==> config.mk <==
export PLATFORM = sky130hd
export DESIGN_NAME = dvp_rgb888_to_gray
export DESIGN_NICKNAME = d
export VERILOG_FILES = /design/src/rtl/img_pipe_pkg.sv /design/src/rtl/rgb_to_y.sv /design/src/rtl/dvp_rgb888_to_gray.sv
export SDC_FILE = /design/constraint.sdc
export NUM_CORES = 1
export LEC_CHECK = 0
export CORE_UTILIZATION = 44
export DETAILED_ROUTE_END_ITERATION = 16
export PLACE_DENSITY_LB_ADDON = 0.2
export SLEW_MARGIN = 40
export SYNTH_ARGS = -nofsm -noshare
export SYNTH_HDL_FRONTEND = slang
export SYNTH_SLANG_ARGS = --single-unit
export TNS_END_PERCENT = 10
==> constraint.sdc <==
create_clock -name clk_in1 -period 3.9 [get_ports clk_in1]
set_clock_uncertainty 0.15 [all_clocks]
set_input_delay 0.78 -clock clk_in1 [delete_from_list [all_inputs] [get_ports clk_in1]]
set_output_delay 0.78 -clock clk_in1 [all_outputs]
set_load 0.005 [all_outputs]
==> src/rtl/img_pipe_pkg.sv <==
// Shared constants for the image pipeline: luminance coefficients, pipeline depth
// and default frame geometry (also used by the bilinear scaler).
package img_pipe_pkg;

    typedef logic [7:0] pix8_t;

    localparam int unsigned COEF_R         = 77;
    localparam int unsigned COEF_G         = 150;
    localparam int unsigned COEF_B         = 29;
    localparam int unsigned Y_ROUND        = 128;
    localparam int unsigned PIPE_DEPTH     = 3;
    localparam int unsigned DEF_IMG_WIDTH  = 640;
    localparam int unsigned DEF_IMG_HEIGHT = 480;

endpackage

==> src/rtl/rgb_to_y.sv <==
// Three-stage luminance pipeline: products, rounded sum, registered gray output.
module rgb_to_y
    import img_pipe_pkg::*;
(
    input  logic  clk_in1,
    input  logic  rst_n,
    input  logic  valid_in,
    input  pix8_t r,
    input  pix8_t g,
    input  pix8_t b,
    output logic  valid_out,
    output pix8_t y
);

    logic [14:0] prod_r;
    logic [15:0] prod_g;
    logic [12:0] prod_b;
    logic [15:0] sum;
    logic        v1;
    logic        v2;

    // Max sum is 65408, so the 16-bit accumulator never overflows.
    always_ff @(posedge clk_in1 or negedge rst_n) begin
        if (!rst_n) begin
            prod_r    <= '0;
            prod_g    <= '0;
            prod_b    <= '0;
            sum       <= '0;
            v1        <= 1'b0;
            v2        <= 1'b0;
            valid_out <= 1'b0;
            y         <= '0;
        end else begin
            v1        <= valid_in;
            v2        <= v1;
            valid_out <= v2;
            if (valid_in) begin
                prod_r <= 15'(r) * 15'(COEF_R);
                prod_g <= 16'(g) * 16'(COEF_G);
                prod_b <= 13'(b) * 13'(COEF_B);
            end
            if (v1)
                sum <= 16'(prod_r) + prod_g + 16'(prod_b) + 16'(Y_ROUND);
            if (v2)
                y <= sum[15:8];
        end
    end

endmodule

==> src/rtl/dvp_rgb888_to_gray.sv <==
// DVP RGB888 byte stream to gated 8-bit gray stream with frame skip and sync delay.
// Optional line checker compiled in with `define DVP_LINE_CHECK_EN.
module dvp_rgb888_to_gray
    import img_pipe_pkg::*;
#(
    parameter int unsigned C_IMG_WIDTH   = DEF_IMG_WIDTH,
    parameter int unsigned C_IMG_HEIGHT  = DEF_IMG_HEIGHT,
    parameter int unsigned C_SKIP_FRAMES = 10
)
(
    input  logic       clk_in1,
    input  logic       rst_n,
    input  logic       dvp_vsync,
    input  logic       dvp_href,
    input  logic [7:0] dvp_data,
    output logic       post_img_vsync,
    output logic       post_img_href,
    output logic [7:0] post_img_gray,
    output logic       frame_done,
    output logic       line_err
);

    logic [PIPE_DEPTH:0] vs_pipe;
    logic [PIPE_DEPTH:0] fd_pipe;
    logic                href_q;
    logic [1:0]          phase;
    pix8_t               r_hold;
    pix8_t               g_hold;
    pix8_t               b_q;
    logic                launch_q;
    logic [7:0]          skip_cnt;
    logic                pass;
    logic [15:0]         line_cnt;

    logic vs_rise;
    logic href_fall;
    logic launch;
    logic last_line;

    always_comb begin
        vs_rise   = dvp_vsync & ~vs_pipe[0];
        href_fall = href_q & ~dvp_href & ~vs_rise;
        launch    = dvp_href & ~vs_rise & (phase == 2'd2);
        last_line = (line_cnt == 16'(C_IMG_HEIGHT - 1));
    end

    always_ff @(posedge clk_in1 or negedge rst_n) begin
        if (!rst_n) begin
            vs_pipe  <= '0;
            fd_pipe  <= '0;
            href_q   <= 1'b0;
            phase    <= '0;
            r_hold   <= '0;
            g_hold   <= '0;
            b_q      <= '0;
            launch_q <= 1'b0;
            skip_cnt <= '0;
            pass     <= 1'b0;
            line_cnt <= '0;
        end else begin
            vs_pipe  <= {vs_pipe[PIPE_DEPTH-1:0], dvp_vsync};
            fd_pipe  <= {fd_pipe[PIPE_DEPTH-1:0], href_fall & pass & last_line};
            href_q   <= dvp_href;
            launch_q <= launch & pass;

            if (!dvp_href || vs_rise)
                phase <= '0;
            else if (phase == 2'd2)
                phase <= '0;
            else
                phase <= phase + 2'd1;

            if (dvp_href && !vs_rise) begin
                if (phase == 2'd0) r_hold <= dvp_data;
                if (phase == 2'd1) g_hold <= dvp_data;
                if (phase == 2'd2) b_q    <= dvp_data;
            end

            // The gate only changes at a frame boundary, never mid-frame.
            if (vs_rise) begin
                line_cnt <= '0;
                if (skip_cnt == 8'(C_SKIP_FRAMES))
                    pass <= 1'b1;
                else
                    skip_cnt <= skip_cnt + 8'd1;
            end else if (href_fall && line_cnt != '1) begin
                line_cnt <= line_cnt + 16'd1;
            end
        end
    end

`ifdef DVP_LINE_CHECK_EN
    logic [15:0] pix_cnt;
    logic        err_q;

    always_ff @(posedge clk_in1 or negedge rst_n) begin
        if (!rst_n) begin
            pix_cnt <= '0;
            err_q   <= 1'b0;
        end else if (vs_rise) begin
            pix_cnt <= '0;
            err_q   <= 1'b0;
        end else if (href_fall) begin
            if (pix_cnt != 16'(C_IMG_WIDTH) || phase != 2'd0)
                err_q <= 1'b1;
            pix_cnt <= '0;
        end else if (launch && pix_cnt != '1) begin
            pix_cnt <= pix_cnt + 16'd1;
        end
    end

    always_comb line_err = err_q;
`else
    always_comb line_err = 1'b0;
`endif

    always_comb begin
        post_img_vsync = vs_pipe[PIPE_DEPTH];
        frame_done     = fd_pipe[PIPE_DEPTH];
    end

    rgb_to_y u_rgb_to_y (
        .clk_in1   (clk_in1),
        .rst_n     (rst_n),
        .valid_in  (launch_q),
        .r         (r_hold),
        .g         (g_hold),
        .b         (b_q),
        .valid_out (post_img_href),
        .y         (post_img_gray)
    );

endmodule

==> key figures, run 1 <==
Layout
  – Layout cells sized above 1: 10.6%
  – Filler cell count: 1795
  – Post-Route Utilization: around half
  – Final instance area: ~9900 µm²
  – Fin nets: 1060
  – Diode count: 0
  – Layout area overhead: 13.2%

Setup path
  – CP Max Fanout: 4
  – CP Class: reg -> reg
  – CP required: just over 4 ns
  – CP Data Arrival Time: slightly below 4 ns
  – Critical Path Sink Type: flip-flop
  – Startpoint Class: flip-flop

Synthesis
  – Synth cell count leaders: inv_1, ha_1, dfrtp_1, nand2_1, o21ai_0
  – Gate count after technology mapping: 850
  – EDFF count, synth: 0
  – Mean Syn Cell Area: ~10 µm²
  – Seq cells post-synth: 123
  – Post-synthesis sequential area ratio: about a third
  – Share of flip-flops with an asynchronous set or reset: 100%
  – Synthesis Warnings: 0
  – Synth Flop Type: dfrtp_1
  – Net Count, Synth: 1028
  – Synth top area cells: dfrtp_1, ha_1, fa_1
  – Synth top area share: a little over a third
  – Post-synthesis cell area: around 8800 µm²
  – Count of cell types in the netlist: 60
  – Top-count cell post-synth: inv_1
  – Yosys top cell by area: dfrtp_1

Power and ir drop
  – Leakage: roughly 0.0050 µW
  – P per Cell Area: between 900 and 1000 nW/µm²
  – Peak VDD IR: approximately 470 µV
  – Sw frac: 43.9%
  – Internal power: 5310 µW
  – Sequential share of power: about a fifth
  – Comb pwr share: ~63%
  – Switching power total: approximately 4200 µW
  – Clock share of power: between 10% and 20%

Status
  – Run status: complete, no violations

STA
  – Slew HR: just under 50%
  – Finish-stage setup viols: 0
  – Max-slew violation count: 0
  – Final period util: between 90% and 100%
  – RSZ-0062 raised after global routing: false
  – Worst-margin pin slew: between 0.7 and 0.8 ns
  – Min Tclk post-route: 3.72 ns
  – Max frequency: approximately 0.27 GHz
  – Sum Neg Setup Slack: 0 ns
  – Hold Vio Cnt, Final: 0

Drt
  – WL final: around 17 mm
  – 1st-pass router iterations: 4
  – DRC: 0
  – Post-route ant nets: 0
  – Drt first-iter violations: between 200 and 250
  – Drt via density: around 5
  – Vias: approximately 5.8k
  – WL/cell: between 10 and 15 µm

GRT
  – Initial antenna violation count: 0
  – Vias in the first global route: about 5.8k
  – First-pass GRT wire length: around 29 mm
  – GRT overflow: 0
  – Largest net degree at the start of global routing: between 70 and 80
  – GRT Total Usage: between 10% and 20%

Run
  – Max Cap Violations: 0

Clocking
  – H-tree Lvls: 4
  – Worst-skew pair later-pin latency: ~0.42 ns
  – CTS resizes: 0
  – Clock Pin Slew Worst Setup and Hold Paths: 0.06 ns
  – CTS tree: done
  – Total CTS buffers: 17
  – CTS sink count: ~120
  – Postcts setup bufs: 0
  – Clock Tree Buf Depth: 2
  – CTS Root Cell: clkbuf_16
  – Hold Buf Count CTS: 0

Floorplan
  – # IOs: 24
  – FP Rows: 51
  – Core area: about 20000 µm²
  – Die H: approximately 140 µm
  – Starting Density: between 40% and 50%
  – Full die area: approximately 21000 µm²
  – Chip width: approximately 140 µm

Place
  – Port Buffers: 22
  – Hpwl dp: around 13 mm
  – Placed Area: 9340 µm²
  – Routability congestion estimate: roughly 0.80

Hold path
  – Hold Path Class: reg -> reg
==> path summary, 6_finish.rpt <==
path	from	endpoint	slack (ns)	cells after the start
max	g_hold[6]	u_rgb_to_y.prod_g[12]	0.18	12
min reg2reg	fd_pipe[2]	fd_pipe[3]	0.20	0
max in group asynchronous	rst_n	r_hold[5]	2.52	2
min	fd_pipe[2]	fd_pipe[3]	0.20	0
min in group asynchronous	rst_n	u_rgb_to_y.sum[12]	0.22	1
max reg2reg	g_hold[6]	u_rgb_to_y.prod_g[12]	0.18	12
==> per-layer routing <==
layer / share of wire (%) / track usage, % / vias to the layer above
met2: 44 / 27.7 / 63
met3: 2.6 / 4.12 / 21
li1: - / - / 2962
met4: 1.5 / 5.21 / 0
met5: 0 / 0 / -
met1: 52 / 25.6 / 2757
==> registers in the layout, indices dropped and copies added, names as in the netlist <==
signal                count
line_cnt                 16
u_rgb_to_y.prod_g        15
u_rgb_to_y.prod_r        15
u_rgb_to_y.prod_b        13
b_q                       8
g_hold                    8
r_hold                    8
skip_cnt                  8
u_rgb_to_y.sum            8
u_rgb_to_y.y              8
fd_pipe                   4
vs_pipe                   4
phase                     2
href_q                    1
launch_q                  1
pass                      1
u_rgb_to_y.v1             1
u_rgb_to_y.v2             1
u_rgb_to_y.valid_out      1
==> per-stage QoR <==
| stage | setup WS, ns | total power [µW] | cells | hold slack (ns) |
|---|---|---|---|---|
| 2_1_floorplan | 0.268 | 6510 | 850 | 0.181 |
| 3_3_place_gp | 0.0567 | 7820 | 1128 | 0.181 |
| 3_5_place_dp | 0.0457 | 7860 | 1128 | 0.185 |
| 4_1_cts | 0.0304 | 9540 | 1160 | 0.199 |
| 5_1_grt | 0.0233 | 10500 | 1160 | 0.203 |
| 6_report | 0.182 | 9460 | 1160 | 0.197 |
==> power by group through the flow <==
stage	clock, µW	combinational (µW)	sequential, µW
2_1_floorplan	0	4650	1860
3_3_place_gp	0	5890	1930
3_5_place_dp	0	5930	1930
4_1_cts	1640	5990	1910
5_1_grt	1690	6880	1960
6_report	1590	5960	1910
==> cell families after synthesis <==
family / synth area share (%)
flops: 35.1
buf+inv: 6.61
compound gates: 10.7
fa+ha+maj: 26.9
mux: 5.42
other cells: 0.0427
simple gates: 10.9
xor+xnor: 4.39
==> layout by cell type (no fill, tap or decap), types with 4 or more instances in the layout <==
cell type,n
o21ai_0,40
a21oi_1,22
inv_1,133
xor2_1,16
a31oi_1,4
o21a_1,10
fa_1,38
inv_6,5
o211ai_1,4
mux2_2,36
buf_4,9
a211oi_1,5
a21o_1,11
xnor2_1,28
nand4_1,11
mux2i_1,7
nand3_1,13
dfrtp_1,122
nor3b_1,4
ha_1,127
nor2b_1,5
nand3b_1,6
nor3_1,9
o21bai_1,5
nand2_1,66
clkbuf_16,17
o31ai_1,7
nand2b_1,7
nor2_1,34
clkdlybuf4s50_1,21
nand4b_1,4
or3_1,9
nor4_1,5
==> area by class of cell <==
cell class / count / area, µm² / area share (%)
clock inverters: 11 / 131 / 1.32
well taps: 265 / 332 / 3.34
repair buffers: 31 / 298 / 3.00
inverters: 135 / 507 / 5.10
multi-input cells: 574 / 5130 / 51.6
flip-flops and latches: 123 / 3080 / 31.0
clock buffers: 21 / 460 / 4.63
==> critical path, stage by stage, from the launching register on <==
cell	delay, ns
dfrtp_1	0.42
ha_1	0.29
ha_1	0.27
inv_1	0.05
fa_1	0.53
inv_1	0.05
fa_1	0.45
ha_1	0.25
or3_1	0.31
o221a_2	0.27
a31oi_1	0.22
xnor2_1	0.08
mux2_2	0.26
No activity file was read; power rests on OpenSTA's default activity.
==> run 2: changes to the inputs <==
CTS_CLUSTER_DIAMETER = 60   (was default)
==> results of run 2 <==
The final DEF is identical to that of run 1; final timing and power are the same.
